## src/rtl/mult_scheduler.sv

```systemverilog
// Round-robin front end for an 8x8 shift-add multiplier: grants one requester at a time,
// sequences the multiplier through its 10-stage cycle and returns the product with its ID.

module multiplier (
    input  logic        clk,
    input  logic        rst,
    input  logic [7:0]  in1,
    input  logic [7:0]  in2,
    output logic [15:0] out
);
    logic [15:0] mcand_r;
    logic [15:0] acc_r;
    logic [7:0]  mplier_r;
    logic [3:0]  stage_r;

    // Stage 0 loads operands, stages 1..8 add-and-shift, stage 9 holds the product
    always_ff @(posedge clk) begin
        if (rst) begin
            mcand_r  <= 16'd0;
            acc_r    <= 16'd0;
            mplier_r <= 8'd0;
            stage_r  <= 4'd0;
        end else if (stage_r == 4'd0) begin
            mcand_r  <= {8'd0, in1};
            acc_r    <= 16'd0;
            mplier_r <= in2;
            stage_r  <= 4'd1;
        end else if (stage_r != 4'd9) begin
            if (mplier_r[0]) begin
                acc_r <= acc_r + mcand_r;
            end else begin
                acc_r <= acc_r;
            end
            mcand_r  <= mcand_r << 1;
            mplier_r <= mplier_r >> 1;
            stage_r  <= stage_r + 4'd1;
        end else begin
            stage_r <= stage_r;
        end
    end

    assign out = acc_r;
endmodule

module mult_scheduler #(
    parameter  int NREQ = 4,
    localparam int IDW  = $clog2(NREQ)
) (
    input  logic                clk,
    input  logic                rst,
    input  logic [NREQ-1:0]     req_valid,
    input  logic [8*NREQ-1:0]   req_a,
    input  logic [8*NREQ-1:0]   req_b,
    output logic [NREQ-1:0]     req_ready,
    output logic                resp_valid,
    output logic [IDW-1:0]      resp_id,
    output logic [15:0]         resp_data,
    input  logic                resp_ready,
    output logic                busy
);
    typedef enum logic [1:0] {
        IDLE = 2'd0,
        RUN  = 2'd1,
        DONE = 2'd2
    } state_t;

    state_t          state_r;
    logic [IDW-1:0]  rr_ptr_r;
    logic [IDW-1:0]  res_id_r;
    logic [3:0]      cnt_r;
    logic [7:0]      op_a_r;
    logic [7:0]      op_b_r;
    logic [15:0]     res_r;
    logic [15:0]     mult_out_s;
    logic            mult_rst_s;
    logic            grant_any_s;
    logic [IDW-1:0]  grant_id_s;
    logic [NREQ-1:0] grant_s;

    function automatic logic [IDW-1:0] wrap_idx(input int v);
        return IDW'(v % NREQ);
    endfunction

    // First valid requester at or above rr_ptr, wrapping around
    always_comb begin
        grant_any_s = 1'b0;
        grant_id_s  = '0;
        for (int k = 0; k < NREQ; k++) begin
            if (!grant_any_s && req_valid[wrap_idx(int'(rr_ptr_r) + k)]) begin
                grant_any_s = 1'b1;
                grant_id_s  = wrap_idx(int'(rr_ptr_r) + k);
            end else begin
                grant_any_s = grant_any_s;
            end
        end
    end

    // Grant is only offered in IDLE and never while reset is asserted
    always_comb begin
        grant_s = '0;
        if ((state_r == IDLE) && !rst && grant_any_s) begin
            grant_s[grant_id_s] = 1'b1;
        end else begin
            grant_s = '0;
        end
    end

    assign req_ready  = grant_s;
    assign mult_rst_s = rst | (state_r != RUN);

    multiplier u_mult (
        .clk (clk),
        .rst (mult_rst_s),
        .in1 (op_a_r),
        .in2 (op_b_r),
        .out (mult_out_s)
    );

    // Scheduler FSM: accept, run the multiplier for 10 cycles, hold the response
    always_ff @(posedge clk) begin
        if (rst) begin
            state_r  <= IDLE;
            rr_ptr_r <= '0;
            cnt_r    <= 4'd0;
            op_a_r   <= 8'd0;
            op_b_r   <= 8'd0;
            res_r    <= 16'd0;
            res_id_r <= '0;
        end else begin
            case (state_r)
                IDLE: begin
                    if (grant_any_s) begin
                        op_a_r   <= req_a[{grant_id_s, 3'b000} +: 8];
                        op_b_r   <= req_b[{grant_id_s, 3'b000} +: 8];
                        res_id_r <= grant_id_s;
                        rr_ptr_r <= wrap_idx(int'(grant_id_s) + 1);
                        cnt_r    <= 4'd0;
                        state_r  <= RUN;
                    end else begin
                        state_r <= IDLE;
                    end
                end
                RUN: begin
                    cnt_r <= cnt_r + 4'd1;
                    if (cnt_r == 4'd9) begin
                        res_r   <= mult_out_s;
                        state_r <= DONE;
                    end else begin
                        state_r <= RUN;
                    end
                end
                DONE: begin
                    if (resp_ready) begin
                        state_r <= IDLE;
                    end else begin
                        state_r <= DONE;
                    end
                end
                default: begin
                    state_r <= IDLE;
                end
            endcase
        end
    end

    assign resp_valid = (state_r == DONE);
    assign resp_data  = res_r;
    assign resp_id    = res_id_r;
    assign busy       = (state_r != IDLE);
endmodule

```

## config.mk

```make
export PLATFORM = sky130hd
export DESIGN_NAME = mult_scheduler
export DESIGN_NICKNAME = d
export VERILOG_FILES = /design/src/rtl/mult_scheduler.sv
export SDC_FILE = /design/constraint.sdc
export NUM_CORES = 1
export LEC_CHECK = 0
export ABC_AREA = 1
export BUFFER_PORTS_ARGS = -buffer_cell sky130_fd_sc_hd__buf_2
export CAP_MARGIN = 25
export CELL_PAD_IN_SITES_DETAIL_PLACEMENT = 1
export CELL_PAD_IN_SITES_GLOBAL_PLACEMENT = 2
export CORE_MARGIN = 3
export CORE_UTILIZATION = 27
export DETAILED_ROUTE_END_ITERATION = 8
export PLACE_DENSITY_LB_ADDON = 0.1
export SYNTH_ARGS = -nofsm -noshare
export SYNTH_HDL_FRONTEND = slang
export SYNTH_SLANG_ARGS = --single-unit
```

## constraint.sdc

```tcl
create_clock -name clk -period 2 [get_ports clk]
set_input_delay 0 -clock clk [delete_from_list [all_inputs] [get_ports clk]]
set_output_delay 0 -clock clk [all_outputs]
set_load 0.1 [all_outputs]
```

Word level (Yosys, flattened, before mapping)
Cells that the tools add are included.
Widths: inputs -> output; s select.
{"block": "word_totals", "reg_bits": 86, "inputBits": 71, "out_inout_bits": 24}
{"block": "op_classes", "addsub": 7, "magnitude_cmp": 6, "eq_ne": 6, "shifts": 2, "mux": 31, "bitwise_logic": 1, "n_reduce_logical": 20}
{"cell": "$shiftx 32x6->8", "n": 2}
{"cell": "$mux 8", "n": 4}
{"cell": "$add 16x16->16", "n": 1}
{"cell": "$lt 2x3->1 const B", "n": 5}
{"cell": "$mux 1", "n": 12}
{"cell": "$mux 2", "n": 6}
{"cell": "$add 4x1->4 const B", "n": 2}
{"cell": "$bmux 1 s2", "n": 4}
{"cell": "$mux 4", "n": 2}
{"cell": "$pmux 4 s2", "n": 1}
{"cell": "$reduce_and 2->1", "n": 4}
{"cell": "$logic_and 1x1->1", "n": 6}
{"cell": "$pmux 2 s3", "n": 1}
{"cell": "$reduce_bool 2->1", "n": 3}
{"cell": "$add 2x1->2 const B", "n": 2}
{"cell": "$add 2x2->2 const B", "n": 2}
{"cell": "$eq 4x4->1 const B", "n": 1}
{"cell": "$logic_not 1->1", "n": 4}
{"cell": "$logic_not 4->1", "n": 1}
{"cell": "$ne 4x4->1 const B", "n": 1}
{"cell": "$demux 1 s2", "n": 1}
{"cell": "$eq 2x1->1 const B", "n": 1}
{"cell": "$eq 2x2->1 const B", "n": 1}
{"cell": "$ge 2x1->1 const B", "n": 1}
{"cell": "other kinds (5)", "n": 5}

Logic depth before layout (Yosys ltp)
Gate-level depths: netlist (run 1).
{"block": "logic_depth", "depth_word": 17, "depth_mapped": 16, "mapped_depth_nobuf": 15}

Hierarchy
Synthesis (run 1) repeated with hierarchy kept, for this count alone.
{"block": "unflattened", "cells_unflattened": 864, "hier_area_um2": 5444.0}
{"module": "multiplier", "instances": 1, "cells_per_inst": 426, "area_each_um2": 2830.2}
{"module": "mult_scheduler", "instances": 1, "cells_per_inst": 438, "area_each_um2": 2613.8}

Worst setup path before layout (run 1)
OpenSTA, ideal clock, no wires.
{"block": "synth_timing", "kind": "reg2out", "from": "register rr_ptr_r[0]", "to": "output req_ready[0]", "arrival_ns": 3.418, "required_ns": 2.000, "setup_slack_ns": -1.418, "path_stages_with_launch": 13, "n_path_buf": 2, "cell_sequence": "dfxtp_1 -> buf_6 -> nand2_1 -> nand2_1 -> nand2_1 -> nand2_1 -> nor2_2 -> nand3_2 -> nand3_1 -> inv_2 -> buf_2 -> nand2_1 -> nor3_1"}
{"block": "synth_between", "elab_chain_len": 17}
{"item": "from (decl)", "line_no": "68", "rtl": "logic [IDW-1:0] rr_ptr_r;"}
{"item": "from (signal assigned)", "line_no": "136", "rtl": "rr_ptr_r <= wrap_idx(int'(grant_id_s) + 1);"}
{"item": "parallel branches: the longest is 16 deep, another holds $lt 2x3->1"}
{"item": "$mux 4 (*)", "line_no": "101", "rtl": "if ((state_r == IDLE) && !rst && grant_any_s) begin"}
{"item": "to (decl)", "line_no": "54", "rtl": "output logic [NREQ-1:0] req_ready,"}
Every way passes the cells marked *. The select of a mux whose other input is x is not followed.

Worst setup path in the final report (run 1)
{"block": "layout_timing", "from": "register rr_ptr_r[0]", "to": "output req_ready[1]"}
Same word-level chain as after synthesis.

==> metrics.cfg, run 1 <==
[critical_path]
setup.worst_path.start=rr_ptr_r[0]$_SDFFE_PP0P_
critPathLaunchType=flop
cp_common_cell=nand2_4
r2r_start=rr_ptr_r[0]$_SDFFE_PP0P_
critPathBufInv=5
cp_cell_sequence=buf_12 > nand2_4 > nand2_4 > nand2_4 > nand2_4 > nor2_4 > buf_4 > nand3_4 > inv_4 > nor2_8 > buf_12 > nand2_2 > nor2_4 > buf_12
cp.required_ns=2.00
crit_path_max_fanout=8
crit_path_end_kind=output port
crit_type=reg2out
cp.arrival_ns=2.08
max_stage_delay_ns=0.38
cpLargestDelayFamily=simple AND/OR/NAND/NOR gates
crit_slowest_cell=dfxtp_4

[detailed_routing]
wl_per_cell_um=15.31
drt_iter0_drc=185
dr_total_vias=5345
vias_per_cell=4.811
drtAntennaViolNets=0
finalWirelength_um=17010
dr.pass1.iters=4
drc=0

[die]
dieWidth_um=141.3
pin_count=95
fp.dieH_um=141.3
num_rows=48
die_area_um2=19960
floorplan.initialDensity_pct=28.09
core-area_um2=17600

[flow_run]
cap_viol_max_count=0

[synthesis]
syn_nets=832
synth_area_leaders=dfxtp_1, nand2_1, nand3_1, inv_1, o21ai_0
netlist_instances=740
synth_top_cell_area_share_pct=34.84
synth_top_family_by_area=simple AND/OR/NAND/NOR gates
synth_largest_area_cell=dfxtp_1
async_flop_share_pct=0
ys_warn_count=0
synthXorXnorAreaFrac_pct=1.418
synth_edf_count=0
synth-compound-area-share_pct=14.86
synthMuxAreaShare_pct=0
ys_ff_latch=86
syn_avg_cell_area_um2=6.679
synth_cell_types=36
synth_top_flop_cell=dfxtp_1
synthAdderAreaFrac_pct=5.468
syn_area_um2=4942
synth_seq_area_share_pct=34.84
synthSimpleGateAreaFrac_pct=31.97

[grt]
grt_usage_pct=17.19
grt_pass1_vias=5674
grt_start_max_net_pins=29
grt-ovfl-total=0
grt_pass1_wl_um=28320
antenna_found_initial=0

[clocking]
cts_max_level=3
cts_root_buffer=clkbuf_16
cts_made_buffers=9
clk_latency_ns=0.34
clk_pin_slew_ns=0.06
cts_tree=yes
cts_sinks=86
clockBufferDepth=2

[pwr]
peakVddDrop_mv=0.9983
power.leakage_nw=3.526
power_density_nw_per_um2=1379

[timing]
skew_ns=0.007102
period_share_pct=104.1
fmax_mhz=480.2
max-slew-margin-rel_pct=60.93
setup_slack_ns=-0.08255
period_minus_slack_ns=2.083
report.final.slew_viol_count=0
setup_violations=11
holdWs_ns=0.009644
rsz0062_at_grt=true
final_hold_viol_count=0
worst_slew_pin_slew_ns=0.5853

[place]
io_buffers=94
dp_hpwl_um=12410
place_congestion=0.7971

[hold_path]
hold_start=req_a[30]
min_path_type=in2reg

[cells_and_area]
final_util_pct=40.67
drive_gt1_share_pct=33.18
fin_nets=975
diodes=0
area_delta_synth_final_pct=44.81

[outcome]
status=finished, violations left
violations=setup timing

## cell type report
| class | instances | area [um^2] |
|---|---|---|
| fill | 2217 | 10440 |
| multi-input combinational | 518 | 3178 |
| sequential | 86 | 1737 |
| timing repair buffer | 170 | 1306 |
| inverter | 98 | 375.4 |
| tap | 225 | 281.5 |
| clock buffer | 10 | 229.0 |
| clock inverter | 4 | 50.05 |
## worst paths after layout
kind,slack [ns],cells past startpoint,to
min,0.01,5,op_a_r[6]$_SDFFE_PP0P_
min reg2reg,0.46,2,u_mult.mplier_r[7]$_SDFFE_PP0P_
max reg2reg,-0.03,15,op_a_r[2]$_SDFFE_PP0P_
max,-0.08,14,req_ready[1]
## cells in the final DEF (no fill, tap or decap), types with 12 or more instances in the layout
| master | synthesis | layout |
|---|---|---|
| nand4_1 | 24 | 24 |
| nand2_4 | 0 | 12 |
| buf_2 | 11 | 90 |
| a21oi_1 | 38 | 37 |
| buf_4 | 1 | 46 |
| nand3_2 | 3 | 29 |
| o21ai_0 | 66 | 63 |
| dfxtp_1 | 86 | 80 |
| ha_1 | 20 | 16 |
| o211ai_1 | 13 | 13 |
| inv_1 | 93 | 88 |
| nand2_2 | 5 | 23 |
| nor2_1 | 85 | 69 |
| nand2_1 | 141 | 110 |
| nand3_1 | 80 | 49 |
| dlygate4sd3_1 | 0 | 12 |
| nor2_2 | 5 | 13 |
## per-stage QoR
step           setup slack [ns]  instance area (um^2)  power (W)  instances  setup TNS [ns]
3_5_place_dp           -0.04974                  5936   0.006460       1059         -0.1338
5_1_grt                 -0.2060                  7157    0.01061       1111          -3.047
4_1_cts                -0.09172                  6638   0.009133       1098         -0.8349
2_1_floorplan           -0.2751                  4961   0.005178        740          -1.041
6_report               -0.08255                  7157   0.009871       1111         -0.3586
3_3_place_gp          -0.004823                  5936   0.006381       1059       -0.004823
## worst min-delay path, cell delays in order
cell and delay [ns]:
buf_2 0.08, nand3_1 0.06, nand2_1 0.07, nor2_1 0.04, nor2_1 0.06
## layer usage
layer	GRT usage (%)	part of all wire, %	vias to the layer above
met5	0	0	-
met4	4.793	1.6	0
met3	3.000	3.9	16
met2	31.43	51	109
met1	20.61	43	2513
li1	-	-	2707
## flip-flops by register name, summed over array words and instances (netlist names), 4 cells and up
| name | count |
|---|---|
| cnt_r | 4 |
| op_a_r | 8 |
| op_b_r | 8 |
| resp_data | 16 |
| u_mult.mcand_r | 16 |
| u_mult.mplier_r | 8 |
| u_mult.out | 16 |
| u_mult.stage_r | 4 |
## where the power goes
group / internal, W / switching [W] / total, W
Sequential: 0.00197 / 0.000176 / 0.00214
Combinational: 0.00250 / 0.00359 / 0.00609
Clock: 0.000953 / 0.000691 / 0.00164
## what timing repair did
action / CTS / global route
cloned: 3 / 1
gates resized for setup: 41 / 108
hold endpoints to repair: 15 / 0
buffers inserted: 11 / 14
hold buffers: 12 / 0
setup endpoints to repair: 10 / 33
pin swaps: 16 / 39
## synthesized netlist by cell type (2+ instances only)
cell type and number:
nand4_1 24, xnor2_1 2, nand3_2 3, nor2_2 5, dfxtp_1 86, inv_2 5, buf_2 11, a31oi_1 4
o21ai_0 66, o21bai_1 3, clkbuf_1 21, nand2_2 5, nand3_1 80, nor2_1 85, ha_1 20, o221ai_1 2
or2_2 3, nand2_1 141, a21oi_1 38, o21ai_1 2, buf_6 5, o211ai_1 13, inv_1 93, nor3_1 6
xor2_1 6
## logic make-up (layout without fill, tap and decap cells)
group / Yosys count / after routing
DFF: 86 / 86
xor gates and xnor gates: 8 / 8
adders and majority gates: 21 / 21
and+or+nand+nor: 356 / 356
buffers and inverters: 136 / 282
AOI/OAI and AO/OA: 133 / 133
(Power assumes the default switching activity.)
==> inputs of run 2 (changes only) <==
--- a/config.mk
+++ b/config.mk
@@ -10,7 +10,7 @@
 export CAP_MARGIN = 25
 export CELL_PAD_IN_SITES_DETAIL_PLACEMENT = 1
 export CELL_PAD_IN_SITES_GLOBAL_PLACEMENT = 2
-export CORE_MARGIN = 3
+export CORE_MARGIN = 2
 export CORE_UTILIZATION = 27
 export DETAILED_ROUTE_END_ITERATION = 8
 export PLACE_DENSITY_LB_ADDON = 0.1
==> constraint.sdc (replaced) <==
create_clock -name clk -period 1.85 [get_ports clk]
set_input_delay 0 -clock clk [delete_from_list [all_inputs] [get_ports clk]]
set_output_delay 0 -clock clk [all_outputs]
set_load 0.1 [all_outputs]
==> run 2 against run 1 <==
Against the previous run: the flow still finishes with violations (setup timing); highest routed layer unchanged; sequential power is 8% higher; count of clock-buffer cells in the layout grew 1; clock skew grew 0.0058 ns; register-to-register slack got worse by 0.22 ns; die area is 2.8% lower; largest cell class unchanged; flip-flop and latch count is the same; critical path type unchanged; sequential share of layout area down 1.5 points.
==> metrics.cfg, run 2 (synthesis results as in run 1) <==
[outcome]
status=finished, violations left
violations=setup timing

[cells_and_area]
multi_input_area_um2=3196
fin_nets=1020
area_delta_synth_final_pct=55.85
final_common_cell=nand2_1
final_area_um2=7702
diodes=0
ff_latch_area_um2=1750
final_cell_mix=nand2_1, buf_2, inv_1
finalNonFillerCells=1162
drive_gt1_share_pct=38.91
fillCellCount=2229

[detailed_routing]
dr.pass1.iters=4
wl_per_cell_um=15.16
drtAntennaViolNets=0
dr_total_vias=5573
drc=0
drt_iter0_drc=143
vias_per_cell=4.796
finalWirelength_um=17610

[timing]
period_minus_slack_ns=2.203
setup_slack_ns=-0.3534
setup_violations=27
rsz0062_at_grt=true
period_share_pct=119.1
final_hold_viol_count=0
worst_slew_pin_slew_ns=0.5078
finalSetupTns_ns=-4.946
skew_ns=0.01286
max-slew-margin-rel_pct=66.38
fmax_mhz=453.8
report.final.slew_viol_count=0

[critical_path]
crit_path_end_kind=output port
cp.required_ns=1.85
critPathLaunchType=flop
cp_cell_sequence=buf_4 > nand2_4 > nand3_4 > nand2_2 > inv_1 > nand2_2 > nor2_4 > nand2_2 > nand2_2 > buf_6 > buf_6 > nand2_2 > nor2_4 > buf_12
max_stage_delay_ns=0.41
crit_type=reg2out
cp.arrival_ns=2.20
crit_slowest_cell=dfxtp_4
cp_common_cell=nand2_2
crit_path_max_fanout=6

[clocking]
clk_latency_ns=0.36
cts_root_buffer=clkbuf_16
cts_max_level=3
cts_sinks=86
cts_tree=yes
clockBufferDepth=2
clk_pin_slew_ns=0.07
cts_made_buffers=9

[flow_run]
cap_viol_max_count=0

[grt]
grt-ovfl-total=0
antenna_found_initial=0
grt_pass1_wl_um=28430
grt_usage_pct=17.78
grt_pass1_vias=5922
grt_start_max_net_pins=29

[place]
placed_cell_area_um2=6271
place_inst=1100
place_congestion=0.8026
io_buffers=94
dp_hpwl_um=12560

[die]
dieWidth_um=139.3
floorplan.initialDensity_pct=27.51
die_area_um2=19400
num_rows=49
core-area_um2=17960
fp.dieH_um=139.3
pin_count=95

[pwr]
peakVddDrop_mv=1.087
power_density_nw_per_um2=1505
power.leakage_nw=3.805

[hold_path]
min_path_type=in2reg

run 2: changes by cell type in the layout (fill, tap and decap cells not counted), sizes merged:
cell	change
buf	+39
bufbuf	+1
bufinv	+1
clkbuf	+2
clkinv	+1
clkinvlp	-1
dlygate4sd3	+4
run 2: routing by layer:
layer,track usage [%],up-vias,wire length (um)
met5,0,-,0
met4,7.018,0,389
met3,2.753,24,549
met2,33.13,107,9107
met1,20.21,2634,7566
li1,-,2808,-
run 2: layout make-up:
cell class / instances / share of cell area (%)
Tap cell: 229 / 3.720
Sequential cell: 86 / 22.73
Clock buffer: 11 / 3.281
Inverter: 98 / 4.906
Multi-Input combinational cell: 518 / 41.49
Clock inverter: 5 / 1.056
Timing Repair Buffer: 215 / 22.82
run 2: report_power, final:
group | internal, W | switching [W] | leakage, nW | total, W
Sequential | 0.00213 | 0.000191 | 0.708 | 0.00232
Clock | 0.00126 | 0.000795 | 0.162 | 0.00205
Combinational | 0.00326 | 0.00396 | 2.94 | 0.00722
run 2: path summary, 6_finish.rpt:
kind / from / end / slack, ns / cells after the start
setup reg to reg: rr_ptr_r[0]$_SDFFE_PP0P_ / op_a_r[1]$_SDFFE_PP0P_ / -0.25 / 16
setup / recovery: rr_ptr_r[0]$_SDFFE_PP0P_ / req_ready[3] / -0.35 / 14
hold reg to reg: u_mult.mplier_r[7]$_SDFFE_PP0P_ / u_mult.mplier_r[7]$_SDFFE_PP0P_ / 0.47 / 2
hold / removal: req_a[27] / op_a_r[3]$_SDFFE_PP0P_ / 0.01 / 5
run 2: metrics by stage:
step / power [W] / hold slack (ns) / utilization (%) / setup WS (ns)
3_5_place_dp: 0.007339 / 0.2737 / 34.91 / -0.3247
2_1_floorplan: 0.005687 / 0.1721 / - / -0.2058
3_3_place_gp: 0.007238 / 0.2599 / 34.91 / -0.2001
5_1_grt: 0.01237 / 0.02423 / 42.88 / -0.4470
6_report: 0.01159 / 0.01493 / 42.88 / -0.3534
4_1_cts: 0.01065 / 0.003392 / 40.17 / -0.2901
run 2: what timing repair did:
| action | 4_1_cts | 5_1_grt |
|---|---|---|
| gates cloned | 3 | 2 |
| setup endpoints to repair | 34 | 41 |
| setup buffers | 16 | 10 |
| hold buffers | 16 | 0 |
| gates resized for setup | 69 | 107 |
| pin swaps | 36 | 63 |
| hold endpoints to repair | 19 | 0 |
run 2: critical path: cells and delay by family, from the launching register on:
kind                   cells  cell delay (ns)
buffers and inverters      5             0.62
DFF                        1             0.41
and+or+nand+nor            9             0.82
